<file path="config.mk">
export PLATFORM = sky130hd
export DESIGN_NAME = alu_result_stage_flat
export DESIGN_NICKNAME = d
export VERILOG_FILES = /design/src/rtl/alu_result_stage_if.sv /design/src/rtl/alu_result_stage.sv /design/src/flat_wrapper.sv
export SDC_FILE = /design/constraint.sdc
export NUM_CORES = 1
export LEC_CHECK = 0
export ABC_AREA = 1
export CAP_MARGIN = 20
export CORE_UTILIZATION = 27
export DETAILED_ROUTE_END_ITERATION = 16
export PLACE_DENSITY = 0.65
export SLEW_MARGIN = 20
export SYNTH_ARGS = -nofsm -noshare
export SYNTH_HDL_FRONTEND = slang
export SYNTH_SLANG_ARGS = --single-unit
</file>
<file path="constraint.sdc">
create_clock -name clk -period 1.2 [get_ports clk]
set_clock_uncertainty 0.15 [all_clocks]
set_input_delay 0.24 -clock clk [delete_from_list [all_inputs] [get_ports clk]]
set_output_delay 0.24 -clock clk [all_outputs]
set_load 0.03 [all_outputs]
</file>
<file path="src/rtl/alu_result_stage_if.sv">
// Handshake bundle between the ALU, the result stage and writeback.
// The master modport is the ALU/writeback side; the slave modport is the stage.
interface alu_result_stage_if #(
    parameter int DW = 32
);
    logic          in_valid;
    logic          in_ready;
    logic [4:0]    FS;
    logic [DW-1:0] Y_hi;
    logic [DW-1:0] Y_lo;
    logic          N;
    logic          Z;
    logic          V;
    logic          C;
    logic          hilo_ld;
    logic [1:0]    src_sel;
    logic          flg_ld;
    logic          ovf_clr;
    logic          out_valid;
    logic          out_ready;
    logic [DW-1:0] RES_OUT;
    logic [4:0]    RES_FS;

    modport master (
        output in_valid, FS, Y_hi, Y_lo, N, Z, V, C,
        output hilo_ld, src_sel, flg_ld, ovf_clr, out_ready,
        input  in_ready, out_valid, RES_OUT, RES_FS
    );

    modport slave (
        input  in_valid, FS, Y_hi, Y_lo, N, Z, V, C,
        input  hilo_ld, src_sel, flg_ld, ovf_clr, out_ready,
        output in_ready, out_valid, RES_OUT, RES_FS
    );
endinterface

</file>
<file path="src/rtl/alu_result_stage.sv">
// Single-entry pipeline register behind the ALU: captures the result word,
// owns the architectural HI/LO pair, the NZVC flags and a sticky overflow bit.
module alu_result_stage #(
    parameter int          DW       = 32,
    parameter logic [DW-1:0] HILO_RST = '0
) (
    input  logic            clk,
    input  logic            reset,
    alu_result_stage_if.slave bus,
    output logic [DW-1:0]   HI,
    output logic [DW-1:0]   LO,
    output logic [3:0]      FLAGS,
    output logic            OVF_STK
);
    logic          r_out_valid;
    logic [DW-1:0] r_res;
    logic [4:0]    r_fs;
    logic [DW-1:0] r_hi;
    logic [DW-1:0] r_lo;
    logic [3:0]    r_flags;
    logic          r_ovf;

    logic          w_in_ready;
    logic          w_accept;
    logic [DW-1:0] w_res_sel;

    // The slot frees up in the same cycle writeback consumes it, so no bubble.
    assign w_in_ready = !r_out_valid | bus.out_ready;
    assign w_accept   = bus.in_valid & w_in_ready;

    // MFHI/MFLO see the pre-edge HI/LO; a same-op hilo_ld is not forwarded.
    always_comb begin
        w_res_sel = bus.Y_lo;
        case (bus.src_sel)
            2'b01:   w_res_sel = r_hi;
            2'b10:   w_res_sel = r_lo;
            default: w_res_sel = bus.Y_lo;
        endcase
    end

    always_ff @(posedge clk or negedge reset) begin
        if (!reset) begin
            r_out_valid <= 1'b0;
            r_res       <= '0;
            r_fs        <= '0;
            r_hi        <= HILO_RST;
            r_lo        <= HILO_RST;
            r_flags     <= '0;
            r_ovf       <= 1'b0;
        end else begin
            r_out_valid <= w_accept | (r_out_valid & !bus.out_ready);
            r_ovf       <= (r_ovf & !bus.ovf_clr) | (w_accept & bus.flg_ld & bus.V);
            if (w_accept) begin
                r_res <= w_res_sel;
                r_fs  <= bus.FS;
                if (bus.hilo_ld) begin
                    r_hi <= bus.Y_hi;
                    r_lo <= bus.Y_lo;
                end
                if (bus.flg_ld) begin
                    r_flags <= {bus.N, bus.Z, bus.V, bus.C};
                end
            end
        end
    end

    assign bus.in_ready  = w_in_ready;
    assign bus.out_valid = r_out_valid;
    assign bus.RES_OUT   = r_res;
    assign bus.RES_FS    = r_fs;
    assign HI            = r_hi;
    assign LO            = r_lo;
    assign FLAGS         = r_flags;
    assign OVF_STK       = r_ovf;
endmodule

</file>
<file path="src/flat_wrapper.sv">
// flat-port wrapper written by rule: the top's interface ports become plain ports
module alu_result_stage_flat 
#(
    parameter int          DW       = 32,
    parameter logic [DW-1:0] HILO_RST = '0
)
  (clk, reset, HI, LO, FLAGS, OVF_STK, bus_in_valid, bus_FS, bus_Y_hi, bus_Y_lo, bus_N, bus_Z, bus_V, bus_C, bus_hilo_ld, bus_src_sel, bus_flg_ld, bus_ovf_clr, bus_out_ready, bus_in_ready, bus_out_valid, bus_RES_OUT, bus_RES_FS);
  alu_result_stage_if #(.DW(DW)) bus_i ();
  input  logic clk;
  input  logic reset;
  output logic [DW-1:0] HI;
  output logic [DW-1:0] LO;
  output logic [3:0] FLAGS;
  output logic OVF_STK;
  input wire logic [$bits(bus_i.in_valid)-1:0] bus_in_valid;
  input wire logic [$bits(bus_i.FS)-1:0] bus_FS;
  input wire logic [$bits(bus_i.Y_hi)-1:0] bus_Y_hi;
  input wire logic [$bits(bus_i.Y_lo)-1:0] bus_Y_lo;
  input wire logic [$bits(bus_i.N)-1:0] bus_N;
  input wire logic [$bits(bus_i.Z)-1:0] bus_Z;
  input wire logic [$bits(bus_i.V)-1:0] bus_V;
  input wire logic [$bits(bus_i.C)-1:0] bus_C;
  input wire logic [$bits(bus_i.hilo_ld)-1:0] bus_hilo_ld;
  input wire logic [$bits(bus_i.src_sel)-1:0] bus_src_sel;
  input wire logic [$bits(bus_i.flg_ld)-1:0] bus_flg_ld;
  input wire logic [$bits(bus_i.ovf_clr)-1:0] bus_ovf_clr;
  input wire logic [$bits(bus_i.out_ready)-1:0] bus_out_ready;
  output wire logic [$bits(bus_i.in_ready)-1:0] bus_in_ready;
  output wire logic [$bits(bus_i.out_valid)-1:0] bus_out_valid;
  output wire logic [$bits(bus_i.RES_OUT)-1:0] bus_RES_OUT;
  output wire logic [$bits(bus_i.RES_FS)-1:0] bus_RES_FS;
  assign bus_i.in_valid = bus_in_valid;
  assign bus_i.FS = bus_FS;
  assign bus_i.Y_hi = bus_Y_hi;
  assign bus_i.Y_lo = bus_Y_lo;
  assign bus_i.N = bus_N;
  assign bus_i.Z = bus_Z;
  assign bus_i.V = bus_V;
  assign bus_i.C = bus_C;
  assign bus_i.hilo_ld = bus_hilo_ld;
  assign bus_i.src_sel = bus_src_sel;
  assign bus_i.flg_ld = bus_flg_ld;
  assign bus_i.ovf_clr = bus_ovf_clr;
  assign bus_i.out_ready = bus_out_ready;
  assign bus_in_ready = bus_i.in_ready;
  assign bus_out_valid = bus_i.out_valid;
  assign bus_RES_OUT = bus_i.RES_OUT;
  assign bus_RES_FS = bus_i.RES_FS;
  alu_result_stage #(.DW(DW), .HILO_RST(HILO_RST)) u_core (.clk(clk), .reset(reset), .bus(bus_i), .HI(HI), .LO(LO), .FLAGS(FLAGS), .OVF_STK(OVF_STK));
endmodule
</file>
==> impl_metrics.json, run 1 <==
{
  "grt_start_max_net_pins": 54,
  "crit_fanout": 5,
  "number_of_setup_violations_in_the_final_report": 212,
  "post_synth.cell_area_avg_um2": 8.22,
  "power.density_mw_per_mm2": 1400,
  "cp.arrival_ps": 1630,
  "tns_ps": -33090,
  "worst-setup-path-type": "reg -> reg",
  "number_of_global_route_vias_before_repair": 5127,
  "numClockSinks": 107,
  "seq_area_frac_synth": 0.516,
  "min-delay-path-class": "in -> async",
  "p_leak_nw": 5.02,
  "dr.pass1.iters": 6,
  "cp.required_ps": 1340,
  "mappedNetlistNets": 715,
  "worst-slew-pin-transition_ps": 330,
  "violations": "negative setup slack",
  "yosys.area.top_type": "sky130_fd_sc_hd__dfrtp_1",
  "post-route-drc-count": 0,
  "maxCapViolations": 0,
  "clock_path_buffers": 2,
  "clkLatencyLatePin_ps": 350,
  "tritoncts_clock_tree": "built",
  "switching_share": 0.356,
  "final_cell_mix": "sky130_fd_sc_hd__nand2_1 (140), sky130_fd_sc_hd__buf_6 (112), sky130_fd_sc_hd__buf_4 (110)",
  "outcome": "finished with violations",
  "p_int_w": 0.00893,
  "grt_overflow": 0,
  "slew_violations": 0,
  "grt_first_pass_wirelength_um": 27400,
  "syn-cell-area_mm2": 0.00519,
  "mostFrequentLayoutCell": "sky130_fd_sc_hd__nand2_1",
  "rsz0062_at_grt": "yes",
  "timing.critical_path.to": "u_core.bus.RES_OUT[29]$_DFFE_PN0N_",
  "num_vias": 5404,
  "placement_rows": 50,
  "syn_inst": 631,
  "pwr-share-clk": 0.213,
  "max_slew_margin": 0.780,
  "startpoint_type": "flip-flop",
  "ranking_of_synthesized_cells_by_area": "sky130_fd_sc_hd__dfrtp_1 (52%), sky130_fd_sc_hd__nand2_1 (17%), sky130_fd_sc_hd__o21ai_2 (11%)",
  "cts-root-buf": "sky130_fd_sc_hd__clkbuf_16",
  "synth_top_cell_area_share": 0.516,
  "r2r-start": "u_core.bus.out_valid$_DFF_PN0_",
  "worst_ir_drop_vdd_uv": 669,
  "seq_power_share": 0.341,
  "fraction_of_final_layout_cells_sized_beyond_drive_strength_1": 0.494,
  "cts_inserted_buffers": 9,
  "netlist-cell-type-count": 16,
  "final_design_area_excluding_fillers_mm2": 0.00992,
  "n_antenna_cell": 0,
  "end_kind": "flip-flop",
  "fillcell_total": 1669,
  "area_growth_pct": 91.4,
  "crit_path_setup_slack_layout_ps": -287,
  "worst_r2r_path_depth": 9,
  "final_number_of_hold_violating_endpoints": 0,
  "detail_route.vias_per_cell": 4.53,
  "drt.antenna.violating_nets": 0,
  "max_freq_mhz": 673,
  "fin_total_pwr_w": 0.0139,
  "wl_per_cell_um": 16.1,
  "timing.critical_path.from": "u_core.bus.out_valid$_DFF_PN0_",
  "ff2ff_setup_slack_ps": -290,
  "port-buffer-count": 189,
  "drt-total-wl_um": 19200,
  "ctsHtreeMaxLevel": 3,
  "effective_utilization_at_floorplan": 0.276,
  "detail_route.iter0.violations": 229,
  "routabilityCongestion": 0.747,
  "ios": 190,
  "hold_ws_ps": 82.0,
  "die_width_um": 141,
  "finalCritPeriodShare": 1.24,
  "track_usage": 0.181,
  "die_height_um": 141,
  "fin_crit_ps": 1490,
  "synth.ff_latch_count": 107,
  "core-area_mm2": 0.0188,
  "netSwitchingPower_w": 0.00494,
  "half_perimeter_wire_length_after_detailed_placement_um": 9960,
  "power.combinational.fraction": 0.446,
  "clock_transition_at_the_registers_of_the_reported_paths_ps": 70,
  "detailed_place.area_mm2": 0.00727,
  "grt_antenna_before_repair": 0,
  "fin_nets": 1040,
  "synth.yosys.warnings": 0,
  "critical_path.reg2reg.endpoint": "u_core.bus.RES_OUT[29]$_DFFE_PN0N_",
  "floorplan.die_area_mm2": 0.0198
}
-- layer usage --
metal  up-vias  track usage  part of all wire
met3        23       0.0387             0.052
met5         -            0                 0
met2       159        0.310              0.51
met4         0       0.0584             0.018
met1      2637        0.229              0.42
li1       2585            -                 -
-- worst min path at each step --
| stage | endpoint | cells after the start | from | slack (ps) |
|---|---|---|---|---|
| finish | u_core.LO[24]$_DFFE_PN0P_ | 2 | reset | 80 |
| global route | u_core.LO[24]$_DFFE_PN0P_ | 2 | reset | 80 |
| CTS | u_core.LO[24]$_DFFE_PN0P_ | 2 | reset | 60 |
| detailed placement | u_core.LO[24]$_DFFE_PN0P_ | 1 | reset | -100 |
| global placement | u_core.LO[24]$_DFFE_PN0P_ | 1 | reset | -100 |
| floorplan | u_core.FLAGS[0]$_DFFE_PN0P_ | 0 | reset | -210 |
-- power groups by stage --
stage | combinational [W] | sequential (W) | clock (W)
5_1_grt | 0.00655 | 0.00478 | 0.00319
3_5_place_dp | 0.00408 | 0.00475 | 0
3_3_place_gp | 0.00403 | 0.00476 | 0
2_1_floorplan | 0.00120 | 0.00584 | 0
6_report | 0.00619 | 0.00472 | 0.00295
4_1_cts | 0.00556 | 0.00470 | 0.00304
-- state kept, by name, indices dropped and copies added, names as in the netlist --
name,flops
u_core.FLAGS,4
u_core.HI,32
u_core.LO,32
u_core.OVF_STK,1
u_core.bus.RES_FS,5
u_core.bus.RES_OUT,32
u_core.bus.out_valid,1
-- critical path: stages, from the launching register on --
cell                      delay, ps
sky130_fd_sc_hd__dfrtp_2        450
sky130_fd_sc_hd__nand2_8         70
sky130_fd_sc_hd__buf_6          110
sky130_fd_sc_hd__nand2_8         60
sky130_fd_sc_hd__buf_12         130
sky130_fd_sc_hd__buf_12         120
sky130_fd_sc_hd__buf_16         140
sky130_fd_sc_hd__nor2_4          90
sky130_fd_sc_hd__nand2_1         50
sky130_fd_sc_hd__nand2_1         50
-- timing repair --
| item | 4_1_cts | 5_1_grt |
|---|---|---|
| pin swaps | 11 | 15 |
| hold endpoints to repair | 107 | 0 |
| setup endpoints to repair | 206 | 215 |
| hold buffers | 1 | 0 |
| cloned | 13 | 7 |
| buffers inserted | 82 | 38 |
| resized for setup | 183 | 106 |
-- cells by family (layout without fill, tap and decap cells) --
family / Yosys count / count (layout) / synth area share
buffers and inverters: 108 / 436 / 0.104
adders and majority gates: 2 / 2 / 0.00482
DFF: 107 / 107 / 0.516
and+or+nand+nor: 345 / 346 / 0.262
AOI/OAI and AO/OA: 69 / 69 / 0.113
-- per-stage QoR --
stage,utilization,cells,setup slack [ps]
after floorplan,-,631,-173
after global placement,0.388,1040,-635
after detailed placement,0.388,1040,-680
after CTS,0.488,1151,-285
after global routing,0.529,1194,-342
final,0.529,1194,-287
-- cells in the mapped netlist --
cell type                  number
sky130_fd_sc_hd__nand2_2        1
sky130_fd_sc_hd__o21ai_0        5
sky130_fd_sc_hd__nor2_1        64
sky130_fd_sc_hd__nand3_1       38
sky130_fd_sc_hd__nand2_1      240
sky130_fd_sc_hd__o21ai_2       64
sky130_fd_sc_hd__ha_1           2
sky130_fd_sc_hd__inv_1         72
sky130_fd_sc_hd__clkbuf_1       3
sky130_fd_sc_hd__dfrtp_1      107
sky130_fd_sc_hd__inv_2          2
sky130_fd_sc_hd__buf_4          3
sky130_fd_sc_hd__nand3_2        1
sky130_fd_sc_hd__buf_2         14
sky130_fd_sc_hd__buf_6         14
sky130_fd_sc_hd__nand2_4        1
-- final cells by class --
| class | count | area (µm²) | share of cell area |
|---|---|---|---|
| Timing Repair Buffer | 347 | 3870 | 0.390 |
| Sequential cell | 107 | 2680 | 0.270 |
| Multi-Input combinational cell | 417 | 2520 | 0.254 |
| Tap cell | 234 | 293 | 0.0295 |
| Inverter | 74 | 280 | 0.0282 |
| Clock buffer | 13 | 240 | 0.0242 |
| Clock inverter | 2 | 37.5 | 0.00378 |
No activity file was read; power rests on OpenSTA's default activity.
==> run 2, diff against run 1 <==
--- a/config.mk
+++ b/config.mk
@@ -8,6 +8,7 @@
 export ABC_AREA = 1
 export CAP_MARGIN = 20
 export CORE_UTILIZATION = 27
+export CTS_BUF_LIST = sky130_fd_sc_hd__clkbuf_4 sky130_fd_sc_hd__clkbuf_8
 export DETAILED_ROUTE_END_ITERATION = 16
 export PLACE_DENSITY = 0.65
 export SLEW_MARGIN = 20
==> impl_metrics.json, run 2 (same netlist as run 1, synthesis figures left out) <==
{
  "outcome": "finished with violations",
  "violations": "negative setup slack",
  "die_width_um": 141,
  "drt.antenna.violating_nets": 0,
  "ctsHtreeMaxLevel": 3,
  "half_perimeter_wire_length_after_detailed_placement_um": 9960,
  "r2r-start": "u_core.bus.out_valid$_DFF_PN0_",
  "clock_transition_at_the_registers_of_the_reported_paths_ps": 100,
  "rsz0062_at_grt": "yes",
  "cp.required_ps": 810,
  "area_growth_pct": 80.7,
  "final_number_of_hold_violating_endpoints": 0,
  "cts_inserted_buffers": 9,
  "effective_utilization_at_floorplan": 0.276,
  "slew_violations": 0,
  "max_freq_mhz": 669,
  "detail_route.iter0.violations": 221,
  "cts-root-buf": "sky130_fd_sc_hd__clkbuf_8",
  "worst_ir_drop_vdd_uv": 596,
  "fin_crit_ps": 1490,
  "grt_first_pass_wirelength_um": 25500,
  "n_antenna_cell": 0,
  "cp.arrival_ps": 1100,
  "crit_fanout": 2,
  "worst-slew-pin-transition_ps": 332,
  "worst_r2r_path_depth": 8,
  "fin_total_pwr_w": 0.0128,
  "finalCritPeriodShare": 1.25,
  "core-area_mm2": 0.0188,
  "clock_path_buffers": 2,
  "fraction_of_final_layout_cells_sized_beyond_drive_strength_1": 0.459,
  "post-route-drc-count": 0,
  "port-buffer-count": 189,
  "p_leak_nw": 4.73,
  "startpoint_type": "flip-flop",
  "timing.critical_path.from": "u_core.bus.out_valid$_DFF_PN0_",
  "min-delay-path-class": "in -> async",
  "numClockSinks": 107,
  "end_kind": "primary output",
  "tritoncts_clock_tree": "built",
  "drt-total-wl_um": 18400,
  "floorplan.die_area_mm2": 0.0198,
  "maxCapViolations": 0,
  "number_of_global_route_vias_before_repair": 4814,
  "grt_antenna_before_repair": 0,
  "track_usage": 0.167,
  "power.density_mw_per_mm2": 1370,
  "finalCoreUtilization": 0.499,
  "final_cell_mix": "sky130_fd_sc_hd__nand2_1 (172), sky130_fd_sc_hd__buf_6 (110), sky130_fd_sc_hd__dfrtp_1 (106)",
  "dpl_worst_slack_ps": -680,
  "max_slew_margin": 0.779,
  "dr.pass1.iters": 4,
  "routabilityCongestion": 0.747,
  "placement_rows": 50,
  "grt_start_max_net_pins": 54,
  "crit_path_setup_slack_layout_ps": -295,
  "die_height_um": 141,
  "grt_overflow": 0,
  "number_of_setup_violations_in_the_final_report": 214,
  "detail_route.vias_per_cell": 4.48,
  "wl_per_cell_um": 15.8,
  "worst-setup-path-type": "reg -> out",
  "ios": 190,
  "tns_ps": -35110,
  "clkLatencyLatePin_ps": 380,
  "fin_nets": 1010,
  "mostFrequentLayoutCell": "sky130_fd_sc_hd__nand2_1",
  "num_vias": 5214
}
==> run 2: cell types whose count changed in the layout (fill, tap and decap cells not counted), sizes merged <==
cell           delta
dlygate4sd2       -1
clkbuf            +6
buf              -37
bufbuf            +1
clkdlybuf4s50     +1
==> run 2: stage by stage <==
| stage | hold WS (ps) | std cells | area [µm²] |
|---|---|---|---|
| after global routing | 27.1 | 1164 | 9370 |
| after floorplan | -206 | 631 | 5320 |
| final | 38.4 | 1164 | 9370 |
| after global placement | -102 | 1040 | 7270 |
| after detailed placement | -102 | 1040 | 7270 |
| after CTS | 8.65 | 1131 | 8590 |
==> run 2: routing by layer <==
| metal | global-route usage | vias up | wire length, µm | part of all wire |
|---|---|---|---|---|
| li1 | - | 2506 | - | - |
| met1 | 0.215 | 2517 | 8060 | 0.44 |
| met2 | 0.278 | 177 | 9030 | 0.49 |
| met3 | 0.0448 | 14 | 1080 | 0.059 |
| met4 | 0.0441 | 0 | 189 | 0.010 |
| met5 | 0 | - | 0 | 0 |
==> run 2: timing repair <==
action / 4_1_cts / 5_1_grt
hold buffers: 1 / 0
cloned: 6 / 13
endpoints found under the setup margin: 206 / 214
buffers inserted: 69 / 22
pin swaps: 2 / 7
resized for setup: 113 / 118
endpoints found under the hold margin: 107 / 0
==> run 2: worst paths after layout <==
| kind | to | slack [ps] |
|---|---|---|
| max in group asynchronous | u_core.bus.out_valid$_DFF_PN0_ | 350 |
| min reg2reg | u_core.bus.RES_FS[0]$_DFFE_PN0N_ | 360 |
| max reg2reg | u_core.bus.RES_OUT[26]$_DFFE_PN0N_ | -270 |
| min | u_core.LO[24]$_DFFE_PN0P_ | 40 |
| min in group clk | u_core.HI[26]$_DFFE_PN0P_ | 240 |
| max | bus_in_ready | -290 |
==> run 2: layout make-up <==
| type | instances | area (µm²) |
|---|---|---|
| Clock buffer | 13 | 154 |
| Clock inverter | 2 | 37.5 |
| Fill cell | 1736 | 9400 |
| Inverter | 74 | 280 |
| Multi-Input combinational cell | 417 | 2380 |
| Sequential cell | 107 | 2680 |
| Tap cell | 234 | 293 |
| Timing Repair Buffer | 317 | 3540 |
==> run 2: where the power goes <==
group          total (W)  internal (W)  switching [W]
Combinational    0.00578       0.00285        0.00293
Sequential       0.00469       0.00419       0.000500
Clock            0.00232       0.00105        0.00127
Total             0.0128       0.00810        0.00470
==> run 2: critical path, stage by stage (launching register included) <==
cell and delay [ps]:
sky130_fd_sc_hd__dfrtp_2 460, sky130_fd_sc_hd__nand2_8 70, sky130_fd_sc_hd__buf_6 90, sky130_fd_sc_hd__buf_6 120
==> variant: new RTL, config.mk and constraints of run 1 <==
`DW` is set to 32 in 3 places; all go to 48.
--- a/src/rtl/alu_result_stage_if.sv
+++ b/src/rtl/alu_result_stage_if.sv
@@ -2,5 +2,5 @@
 // The master modport is the ALU/writeback side; the slave modport is the stage.
 interface alu_result_stage_if #(
-    parameter int DW = 32
+    parameter int DW = 48
 );
     logic          in_valid;
--- a/src/rtl/alu_result_stage.sv
+++ b/src/rtl/alu_result_stage.sv
@@ -2,5 +2,5 @@
 // owns the architectural HI/LO pair, the NZVC flags and a sticky overflow bit.
 module alu_result_stage #(
-    parameter int          DW       = 32,
+    parameter int          DW       = 48,
     parameter logic [DW-1:0] HILO_RST = '0
 ) (
--- a/src/flat_wrapper.sv
+++ b/src/flat_wrapper.sv
@@ -2,5 +2,5 @@
 module alu_result_stage_flat 
 #(
-    parameter int          DW       = 32,
+    parameter int          DW       = 48,
     parameter logic [DW-1:0] HILO_RST = '0
 )
Ports: changed (5 resized); port bits go from 190 to 270. The function was not compared with the original's and may differ.
==> variant against run 1 <==
  * Design area grew 42%
  * Sequential power up 45%
  * Wire length increased by 45%
  * The run still ends with setup timing left
  * Synthesized cell count increased by 46%
  * Cell count up 47%
  * First-iteration DRC count up 120%
  * Synthesized area grew 45%
  * Setup slack got worse by 0.061 ns
  * Register-to-register slack got worse by 0.05 ns
  * Sequential cell count up 48
  * Power is 56% higher
==> variant: results (changes against run 1) <==
metric	value	unit	change
routing usage on met2	0.299		was 0.310
initial antenna violation count	1		was 0
drt wl/cell	15.9	um	was 16.1 um
H-tree levels	4		was 3
failing checks	setup timing		unchanged
largest net degree at the start of global routing	61		was 54
vias in the first global route	7420		was 5127
final setup vio count	310		was 212
Port Buf Inserts	269		was 189
CP max FO	2		was 5
status	finished with violations		unchanged
share of cells above drive strength 1	0.449		was 0.494
sequential-to-total area share from yosys stat	0.515		was 0.516
Fillers	2445		was 1669
met3 usage	0.0568		was 0.0387
area grow syn2layout	87.2	%	was 91.4%
gp weighted congestion	0.814		was 0.747
worst vdd ir	0.000849	V	was 0.000669 V
HPWL after DPL	16.1	mm	was 9.96 mm
largest cells by area after synthesis	dfrtp_1 (51%), nand2_1 (18%), o21ai_2 (10%)		was dfrtp_1 (52%), nand2_1 (17%), o21ai_2 (11%)
fin nets	1486		was 1040
Post-DP Area	10600	um^2	was 7270 um^2
Final Worst Setup Slack	-0.348	ns	was -0.287 ns
Worst Max-Slew Pin Slew	0.365	ns	was 0.330 ns
top post-synthesis cells by count	nand2_1 (352), dfrtp_1 (155), inv_1 (104), nor2_1 (96), o21ai_2 (86)		was nand2_1 (240), dfrtp_1 (107), inv_1 (72), nor2_1 (64), o21ai_2 (64)
internal power	14.0	mW	was 8.93 mW
total CTS buffers	17		was 9
Mapped Nets	1038		was 715
met1 Usage GRT	0.213		was 0.229
first-pass GRT wire length	39.2	mm	was 27.4 mm
-- variant: cell types whose count changed after synthesis, moves of 16 or more --
cell,change
inv_1,+32
dfrtp_1,+48
nand2_1,+112
nand3_1,+16
nor2_1,+32
o21ai_2,+22
-- variant: final timing paths --
check                                     start                endpoint  slack, ns  depth (start not counted)
setup reg to reg           u_core.bus.out_valid           u_core.LO[16]      -0.34                          7
hold / removal                            reset  u_core.bus.RES_OUT[42]       0.03                          2
max in group asynchronous                 reset           u_core.LO[16]       0.29                          3
min in group clk                    bus_Y_hi[0]            u_core.HI[0]       0.20                          3
hold reg to reg            u_core.bus.RES_FS[4]    u_core.bus.RES_FS[4]       0.36                          2
setup / recovery           u_core.bus.out_valid            bus_in_ready      -0.35                          3
-- variant: power by group through the flow --
stage	Combinational, mW	Clock [mW]	Sequential [mW]
2_1_floorplan	1.68	0	8.46
3_3_place_gp	5.93	0	6.88
3_5_place_dp	6.01	0	6.88
4_1_cts	7.66	6.29	6.81
5_1_grt	9.16	6.53	6.92
6_report	8.67	6.15	6.84
-- variant: logic make-up (layout without fill, tap and decap cells) --
group,after synthesis,in the layout,share of synthesized area
buffers and inverters,159,617,0.108
and+or+nand+nor,505,508,0.264
DFF,155,155,0.515
adders and majority gates,2,2,0.00332
AOI/OAI and AO/OA,101,101,0.110
-- variant: worst max-delay path: stages, from the launching register on --
cell     delay (ns)
dfrtp_2        0.45
nand2_8        0.08
buf_6          0.10
buf_6          0.12
-- variant: per-layer routing --
layer,vias to the layer above,routed length [um]
met4,0,517
met3,42,1910
li1,3715,-
met1,3679,11500
met5,-,0
met2,279,14000
-- variant: timing repair --
action	4_1_cts	5_1_grt
hold buffers	1	0
gates cloned	5	17
setup endpoints to repair	305	310
pin swaps	1	3
hold endpoints to repair	155	0
buffers inserted	107	44
resized for setup	159	201
-- variant: final cells by class --
type,instances,area share
sequential,155,0.276
inverter,106,0.0286
multi-input combinational,611,0.244
clock buffer,17,0.0302
clock inverter,15,0.0161
timing repair buffer,479,0.372
tap,372,0.0330
-- variant: through the flow --
stage	power [mW]	instances	setup WS, ns	TNS [ns]
floorplan	10.1	922	-0.191	-25.18
global placement	12.8	1550	-0.720	-84.91
detailed placement	12.9	1550	-0.737	-86.20
CTS	20.8	1695	-0.368	-69.29
global route	22.6	1755	-0.389	-78.46
finish	21.7	1755	-0.348	-66.12
